File: src/rtl/i2c_pkg.sv
// Shared definitions for the I2C target: FSM state codes and bus-level constants.
package i2c_pkg;

    localparam logic [2:0] IDLE     = 3'd0;
    localparam logic [2:0] ADDR     = 3'd1;
    localparam logic [2:0] ADDR_ACK = 3'd2;
    localparam logic [2:0] RX       = 3'd3;
    localparam logic [2:0] RX_ACK   = 3'd4;
    localparam logic [2:0] TX       = 3'd5;
    localparam logic [2:0] TX_ACK   = 3'd6;

    localparam logic READ  = 1'b1;
    localparam logic WRITE = 1'b0;
    localparam logic ACK   = 1'b0;
    localparam logic NACK  = 1'b1;

endpackage

File: src/rtl/i2c_line_sync.sv
// SCL/SDA synchroniser and bus-event detector (SCL edges, START, STOP).
// Optional 3-sample stability filter enabled by I2C_SLAVE_GLITCH_FILTER_EN.
module i2c_line_sync (
    input  logic clk,
    input  logic rst,
    input  logic scl_in,
    input  logic sda_in,
    output logic scl_s,
    output logic sda_s,
    output logic scl_rise,
    output logic scl_fall,
    output logic start_det,
    output logic stop_det
);

    logic scl_meta_q, scl_meta_d, scl_sync_q, scl_sync_d;
    logic sda_meta_q, sda_meta_d, sda_sync_q, sda_sync_d;
    logic scl_prev_q, scl_prev_d, sda_prev_q, sda_prev_d;

    always_comb begin
        scl_meta_d = scl_in;
        scl_sync_d = scl_meta_q;
        sda_meta_d = sda_in;
        sda_sync_d = sda_meta_q;
        scl_prev_d = scl_s;
        sda_prev_d = sda_s;
    end

    // Everything resets to the idle-bus level so no false edge appears at reset release.
    // NOTE: clocked state uses non-blocking assignments so every flop samples pre-edge values.
    always_ff @(posedge clk or posedge rst) begin
        if (rst) begin
            scl_meta_q <= 1'b1;
            scl_sync_q <= 1'b1;
            sda_meta_q <= 1'b1;
            sda_sync_q <= 1'b1;
            scl_prev_q <= 1'b1;
            sda_prev_q <= 1'b1;
        end else begin
            scl_meta_q <= scl_meta_d;
            scl_sync_q <= scl_sync_d;
            sda_meta_q <= sda_meta_d;
            sda_sync_q <= sda_sync_d;
            scl_prev_q <= scl_prev_d;
            sda_prev_q <= sda_prev_d;
        end
    end

`ifdef I2C_SLAVE_GLITCH_FILTER_EN
    logic [1:0] scl_hist_q, scl_hist_d, sda_hist_q, sda_hist_d;
    logic       scl_filt_q, scl_filt_d, sda_filt_q, sda_filt_d;

    // Output follows the input only once three consecutive samples agree.
    always_comb begin
        scl_hist_d = {scl_hist_q[0], scl_sync_q};
        sda_hist_d = {sda_hist_q[0], sda_sync_q};
        scl_filt_d = scl_filt_q;
        sda_filt_d = sda_filt_q;
        if (scl_hist_q == {2{scl_sync_q}}) scl_filt_d = scl_sync_q;
        if (sda_hist_q == {2{sda_sync_q}}) sda_filt_d = sda_sync_q;
    end

    always_ff @(posedge clk or posedge rst) begin
        if (rst) begin
            scl_hist_q <= 2'b11;
            sda_hist_q <= 2'b11;
            scl_filt_q <= 1'b1;
            sda_filt_q <= 1'b1;
        end else begin
            scl_hist_q <= scl_hist_d;
            sda_hist_q <= sda_hist_d;
            scl_filt_q <= scl_filt_d;
            sda_filt_q <= sda_filt_d;
        end
    end

    assign scl_s = scl_filt_q;
    assign sda_s = sda_filt_q;
`else
    assign scl_s = scl_sync_q;
    assign sda_s = sda_sync_q;
`endif

    assign scl_rise  =  scl_s & ~scl_prev_q;
    assign scl_fall  = ~scl_s &  scl_prev_q;
    assign start_det =  scl_s &  scl_prev_q &  sda_prev_q & ~sda_s;
    assign stop_det  =  scl_s &  scl_prev_q & ~sda_prev_q &  sda_s;

endmodule

File: src/rtl/i2c_slave.sv
// I2C target with 7-bit addressing and byte-level rx/tx handshake to local logic.
// Build option: I2C_SLAVE_GLITCH_FILTER_EN adds an input stability filter in i2c_line_sync.
module i2c_slave
    import i2c_pkg::*;
#(
    parameter logic [6:0] SLAVE_ADDR = 7'h55
) (
    input  logic       clk,
    input  logic       rst,
    input  logic       scl_in,
    input  logic       sda_in,
    output logic       sda_out,
    output logic [7:0] rx_data,
    output logic       rx_valid,
    input  logic [7:0] tx_data,
    output logic       tx_req,
    output logic [2:0] state,
    output logic       busy
);

    logic scl_s, sda_s, scl_rise, scl_fall, start_det, stop_det;

    i2c_line_sync u_line_sync (
        .clk       (clk),
        .rst       (rst),
        .scl_in    (scl_in),
        .sda_in    (sda_in),
        .scl_s     (scl_s),
        .sda_s     (sda_s),
        .scl_rise  (scl_rise),
        .scl_fall  (scl_fall),
        .start_det (start_det),
        .stop_det  (stop_det)
    );

    logic [2:0] state_q, state_d;
    logic [3:0] bit_cnt_q, bit_cnt_d;
    logic [7:0] shift_q, shift_d, tx_shift_q, tx_shift_d, rx_data_q, rx_data_d;
    logic       rw_q, rw_d, sda_out_q, sda_out_d, rx_valid_q, rx_valid_d;
    logic       tx_req_q, tx_req_d, busy_q, busy_d;
    logic       addr_match;

    assign addr_match = (shift_q[7:1] == SLAVE_ADDR);

    always_ff @(posedge clk or posedge rst) begin
        if (rst) state_q <= IDLE;
        else     state_q <= state_d;
    end

    // START outranks STOP, which outranks any SCL edge seen in the same clk.
    always_comb begin
        state_d = state_q;
        if (start_det) begin
            state_d = ADDR;
        end else if (stop_det) begin
            state_d = IDLE;
        end else begin
            case (state_q)
                ADDR:     if (scl_fall && bit_cnt_q == 4'd8) state_d = addr_match ? ADDR_ACK : IDLE;
                ADDR_ACK: if (scl_fall) state_d = (rw_q == READ) ? TX : RX;
                RX:       if (scl_fall && bit_cnt_q == 4'd8) state_d = RX_ACK;
                RX_ACK:   if (scl_fall) state_d = RX;
                TX:       if (scl_fall && bit_cnt_q == 4'd8) state_d = TX_ACK;
                TX_ACK: begin
                    if (scl_rise && sda_s == NACK) state_d = IDLE;
                    else if (scl_fall)             state_d = TX;
                end
                default:  state_d = IDLE;
            endcase
        end
    end

    // NOTE: every variable gets a default first so no path through the case can infer a latch.
    always_comb begin
        bit_cnt_d  = bit_cnt_q;
        shift_d    = shift_q;
        tx_shift_d = tx_shift_q;
        rx_data_d  = rx_data_q;
        rw_d       = rw_q;
        sda_out_d  = sda_out_q;
        busy_d     = busy_q;
        rx_valid_d = 1'b0;
        tx_req_d   = 1'b0;
        if (start_det) begin
            sda_out_d = 1'b1;
            bit_cnt_d = 4'd0;
        end else if (stop_det) begin
            sda_out_d = 1'b1;
            bit_cnt_d = 4'd0;
            busy_d    = 1'b0;
        end else begin
            case (state_q)
                ADDR, RX: begin
                    if (scl_rise && bit_cnt_q < 4'd8) begin
                        shift_d   = {shift_q[6:0], sda_s};
                        bit_cnt_d = bit_cnt_q + 4'd1;
                        if (state_q == RX && bit_cnt_q == 4'd7) begin
                            rx_data_d  = {shift_q[6:0], sda_s};
                            rx_valid_d = 1'b1;
                        end
                    end
                    if (scl_fall && bit_cnt_q == 4'd8) begin
                        bit_cnt_d = 4'd0;
                        if (state_q == RX) begin
                            sda_out_d = ACK;
                        end else if (addr_match) begin
                            sda_out_d = ACK;
                            busy_d    = 1'b1;
                            rw_d      = shift_q[0];
                        end else begin
                            busy_d    = 1'b0;
                        end
                    end
                end
                ADDR_ACK: begin
                    if (scl_rise && rw_q == READ) tx_req_d = 1'b1;
                    if (scl_fall) begin
                        if (rw_q == READ) begin
                            tx_shift_d = tx_data;
                            sda_out_d  = tx_data[7];
                            bit_cnt_d  = 4'd1;
                        end else begin
                            sda_out_d  = 1'b1;
                            bit_cnt_d  = 4'd0;
                        end
                    end
                end
                RX_ACK: if (scl_fall) sda_out_d = 1'b1;
                TX: begin
                    if (scl_fall) begin
                        if (bit_cnt_q == 4'd8) begin
                            sda_out_d = 1'b1;
                            bit_cnt_d = 4'd0;
                        end else begin
                            sda_out_d  = tx_shift_q[6];
                            tx_shift_d = {tx_shift_q[6:0], 1'b0};
                            bit_cnt_d  = bit_cnt_q + 4'd1;
                        end
                    end
                end
                TX_ACK: begin
                    if (scl_rise) begin
                        if (sda_s == ACK) tx_req_d = 1'b1;
                        else              busy_d   = 1'b0;
                    end else if (scl_fall) begin
                        tx_shift_d = tx_data;
                        sda_out_d  = tx_data[7];
                        bit_cnt_d  = 4'd1;
                    end
                end
                default: ;
            endcase
        end
    end

    always_ff @(posedge clk or posedge rst) begin
        if (rst) begin
            bit_cnt_q  <= 4'd0;
            shift_q    <= 8'h00;
            tx_shift_q <= 8'h00;
            rx_data_q  <= 8'h00;
            rw_q       <= WRITE;
            sda_out_q  <= 1'b1;
            rx_valid_q <= 1'b0;
            tx_req_q   <= 1'b0;
            busy_q     <= 1'b0;
        end else begin
            bit_cnt_q  <= bit_cnt_d;
            shift_q    <= shift_d;
            tx_shift_q <= tx_shift_d;
            rx_data_q  <= rx_data_d;
            rw_q       <= rw_d;
            sda_out_q  <= sda_out_d;
            rx_valid_q <= rx_valid_d;
            tx_req_q   <= tx_req_d;
            busy_q     <= busy_d;
        end
    end

    assign sda_out  = sda_out_q;
    assign rx_data  = rx_data_q;
    assign rx_valid = rx_valid_q;
    assign tx_req   = tx_req_q;
    assign state    = state_q;
    assign busy     = busy_q;

endmodule

File: config.mk
export PLATFORM = sky130hd
export DESIGN_NAME = i2c_slave
export DESIGN_NICKNAME = d
export VERILOG_FILES = /design/src/rtl/i2c_pkg.sv /design/src/rtl/i2c_line_sync.sv /design/src/rtl/i2c_slave.sv
export SDC_FILE = /design/constraint.sdc
export NUM_CORES = 1
export LEC_CHECK = 0
export BUFFER_PORTS_ARGS = -buffer_cell sky130_fd_sc_hd__buf_2
export CAP_MARGIN = 10
export CORE_ASPECT_RATIO = 1.75
export CORE_UTILIZATION = 61
export CTS_CLUSTER_SIZE = 14
export DETAILED_ROUTE_END_ITERATION = 10
export PLACE_DENSITY = 0.95
export SYNTH_ARGS = -nofsm -noshare
export SYNTH_HDL_FRONTEND = slang
export SYNTH_SLANG_ARGS = --single-unit
File: constraint.sdc
create_clock -name clk -period 5.4 [get_ports clk]
set_input_delay 0.27 -clock clk [delete_from_list [all_inputs] [get_ports clk]]
set_output_delay 0.27 -clock clk [all_outputs]
set_load 0.05 [all_outputs]
## After elaboration in Yosys (flattened, before gate mapping)

Cells that the tools add are included.

| operators by class | value |
|---|---|
| mux-type cells | 61 |
| bitwise gates (word level) | 14 |
| add/sub/neg operators | 1 |
| equal/unequal tests | 31 |
| order comparisons | 1 |
| reduce and logical (&&, ||, !) cells | 18 |

Operators with widths:

| operator | count |
|---|---|
| 7-bit 2-to-1 mux | 6 |
| 4-bit 2-to-1 mux | 9 |
| 4-bit != test, second input constant | 9 |
| 3-bit 2-to-1 mux | 10 |
| 1-bit 2-to-1 mux | 29 |
| 6-bit AND reduction | 4 |
| 7-bit case mux with 3 select lines | 1 |
| 3-bit case mux with 6 select lines | 1 |
| 4-bit case mux with 4 select lines | 1 |
| 5-bit != test, second input constant | 3 |
| 2-bit != test, second input constant | 6 |
| 3-bit == test, second input constant | 3 |
| 3-bit != test, second input constant | 3 |
| 9-bit AND reduction | 1 |
| 8-bit AND reduction | 1 |
| 1-bit bitwise AND | 7 |
| 7-bit == test, second input constant | 1 |
| 1-bit NOT | 7 |
| 7-bit nonzero test | 1 |
| 3-bit by 2-bit == test with 1-bit output, second input constant | 2 |
| 3-bit nonzero test | 2 |
| 6-bit nonzero test | 1 |
| 1-bit logical AND | 5 |
| 1-bit case mux with 5 select lines | 1 |
| other kinds (11) | 12 |

| storage, ports and cells | value |
|---|---|
| flip-flop bits (word level) | 41 |
| word-level logic and storage cells | 142 |

## Depth between registers and ports, before layout

| logic depth | value |
|---|---|
| word-level depth | 8 |
| depth in mapped cells | 8 |

## Cells and area by module

From an unflattened synthesis, not the netlist that was laid out.

| second synthesis, totals | value |
|---|---|
| cells, all modules | 193 |
| area, all modules | 2,112.0 um^2 |

By module, submodules not included:

| module | area each (um^2) | cells an instance | instances |
|---|---|---|---|
| i2c_slave | 1,918.1 | 182 | 1 |
| i2c_line_sync | 193.9 | 11 | 1 |

## Worst setup path before layout

No wires, ideal clock.

| timing path | value |
|---|---|
| kind | flip-flop to flip-flop |
| from | register state_q[0] (netlist: state[0]) |
| to | register tx_shift_q[1] |
| data arrival time | 1.846 ns |
| slack | 3.435 ns |
| period minus slack after synthesis | 1.965 ns |
| stages on the path, launching flop included | 8 |
| required time | 5.281 ns |
| cell sequence | dfrtp_1 -> buf_6 -> nand2b_4 -> nor3_1 -> or4_4 -> buf_6 -> nand2_1 -> o21ai_2 |

| between the ends | value |
|---|---|
| cells in the longest elaborated chain, start to end | 3 |
| elaborated cells on any way between the ends | 12 |
| those cells by class | 9 x eq/ne; 1 x mux; 2 x reduce/logical |

Ends and longest elaborated chain:

| item | RTL line | source |
|---|---|---|
| start: declaration | i2c_slave.sv:36 | `logic [2:0] state_q, state_d;` |
| start signal: assignment | i2c_slave.sv:47 | `else state_q <= state_d;` |
| 3-bit == test or 3-bit by 2-bit == test with 1-bit output (tied branches) | i2c_slave.sv:92 | `case (state_q)` |
| 2-bit != test (no source line) or 3-bit nonzero test (tied branches) | -- |  |
| 9-bit AND reduction (no source line) | -- |  |
| end signal: assignment | i2c_slave.sv:170 | `tx_shift_q <= tx_shift_d;` |
| end: declaration | i2c_slave.sv:38 | `logic [7:0] shift_q, shift_d, tx_shift_q, tx_shift_d, rx_data_q, rx_data_d;` |

Parallel ways exist; a longest one is shown, timed or not.
A chain may end at the register's enable or synchronous reset.

## Final worst setup path

| timing path | value |
|---|---|
| from | register state_q[1] (netlist: state[1]) |
| to | register tx_shift_q[0] |

Same word-level chain as after synthesis.

==> flow_summary.ini <==
[die]
io_pins = 27
initial_utilization = 0.6515
die-area_sq_mm = 0.003675
core_sq_mm = 0.003209
die_h_um = 79.45
die_w_um = 46.26
row_count = 27

[sta]
rsz0062_at_grt = no
hold_viol = 0
tns_ns = 0
slew_violations = 0
whs_ns = 0.07057
setup-violations-final = 0
tightest_slew_ns = 0.5785
finClkSkew_ns = 0.007968
period_needed_ns = 2.204
maxSlewHeadroom = 0.6129
fin_crit_sh = 0.4082
max_freq_mhz = 453.6

[drt]
antenna_left = 0
drt_pass1_iterations = 4
wl_um = 4193
drc = 0
drt-vias-per-instance = 6.153
wire_per_inst_um = 16.44
drt-initial-drc-count = 104
vias = 1569

[synthesis]
yosysUniqueCellTypes = 56
synthMostInstantiatedCell = dfrtp_1
synth_common_cells = dfrtp_1 (34), nor2_1 (14), nand2_1 (12)
async_flop_share = 1.000
synth.cell_area_sq_mm = 0.002091
synthTopCellsByArea = dfrtp_1 (41%), dfstp_2 (8.8%), mux2_2 (5.4%)
ys_warn_count = 0
synth_edf_count = 0
synth_top_area_frac = 0.4069
seq_area_frac_synth = 0.4949
synth_cells = 184
post-synth-top-area-cell = dfrtp_1
synth_seq_cells = 41
postSynthAreaPerCell_sq_um = 11.36
synth_flop_cell = dfrtp_1
syn_nets = 198

[global_route]
grt_pass1_vias = 1576
track_usage = 0.2607
grt.busiest_layer = met2
antenna_found_initial = 0
grt_start_max_net_pins = 42
overflow = 0
use_met2 = 0.4380
grt_pass1_wl_um = 6900
use_met3 = 0.05656
grt_use_met1 = 0.2792

[setup_path]
rr_endpoint = tx_shift_q[0]
crit_fanout = 19
required_ns = 5.59
critPathLaunch = state[1]
setup.worst_path.end = tx_shift_q[0]
crit_path_end_kind = register
r2r_cells = 4
crit_arrival_ns = 2.39
crit-reg2reg-launch = state[1]
critical_path.startpoint_type = register
critPathKind = reg -> reg
r2r_slack_ns = 3.20

[clock_network]
cts_tree = yes
clockBufferDepth = 2
insertion_delay_ns = 0.30
post-cts-setup-buffers = 0
clkTransAtPathRegs_ns = 0.08
clock-sinks = 41
hold_buffers = 0
h-tree-depth = 2
cts_resized = 0
cts.root.buffer_cell = clkbuf_8
cts_made_buffers = 5

[placement]
gp_congestion = 0.9272
numPortBuffers = 26
dp_hpwl_um = 2977

[power_and_ir_drop]
pwr_density_cell_mw_per_mm2 = 334.0
finalPower_mw = 0.7878
ir_drop_v = 0.0002424
p_leak_nw = 1.174

[cells_and_area]
diodes = 0
final_layout_size_suffix_gt1_frac = 0.3349
areaGrowthSynthToFinish_pct = 12.81
nets = 225
fin_util = 0.7349

[hold_path]
hold_class = in -> reg

[status]
status = finished, final reports clean

[flow_run]
cap_violations = 0
## final cells by class
class / instances / area (sq um)
Sequential cell: 41 / 1035
Multi-Input combinational cell: 129 / 968.4
Fill cell: 224 / 850.8
Timing Repair Buffer: 27 / 137.6
Clock buffer: 5 / 68.82
Clock inverter: 3 / 68.82
Tap cell: 43 / 53.80
Inverter: 7 / 26.28
## sequential cells by signal, summed over array words and instances (netlist names), 3 cells and up
register    count
bit_cnt_q       4
rx_data         8
shift_q         8
state           3
tx_shift_q      7
## placed cells by master (no fill, tap or decap), drive strengths merged, types with 7 or more instances in the layout
cell   count
mux2      18
buf       27
nor2      15
mux2i      9
nand2     13
dfstp      7
a21oi     11
dfrtp     34
inv        8
o21ai     13
## through the flow
step	setup slack [ns]	cells	instance area [sq um]
2_1_floorplan	3.435	184	2091
3_3_place_gp	3.310	247	2221
3_5_place_dp	3.229	247	2221
4_1_cts	3.216	255	2359
5_1_grt	3.085	255	2359
6_report	3.196	255	2359
## worst min-delay path by stage
stage / from / to / cells after the start
after floorplan: scl_in / u_line_sync.scl_meta_q / 0
final: scl_in / u_line_sync.scl_meta_q / 1
after CTS: scl_in / u_line_sync.scl_meta_q / 1
after global placement: u_line_sync.scl_meta_q / u_line_sync.scl_s / 0
after detailed placement: u_line_sync.scl_meta_q / u_line_sync.scl_s / 0
after global routing: scl_in / u_line_sync.scl_meta_q / 1
## worst max-delay path, cell delays in order, from the launching register on
cell,delay [ns]
dfrtp_1,0.72
nand3b_1,0.53
nor2_1,0.08
or4_4,0.53
a32o_1,0.24
## power breakdown
group,switching [mW],total (mW),internal (mW)
sequential,0.0284,0.361,0.333
combinational,0.0781,0.131,0.0533
clock,0.109,0.295,0.186
## cell families (layout without fill, tap and decap cells)
family,after synthesis,count (layout),synth area share
and+or+nand+nor,56,56,0.1658
AOI/OAI and AO/OA,43,43,0.1412
DFF,41,41,0.4949
muxes,27,27,0.1400
buffers and inverters,14,42,0.04188
adders and majority gates,2,2,0.01197
xor gates and xnor gates,1,1,0.004190
## layer usage
layer	routed length [um]	part of all wire	up-vias
met1	1540	0.37	744
met2	2233	0.53	78
met4	216	0.052	0
li1	-	-	720
met5	0	0	-
met3	202	0.048	27
Note: power is estimated with default switching activity, not from simulation.
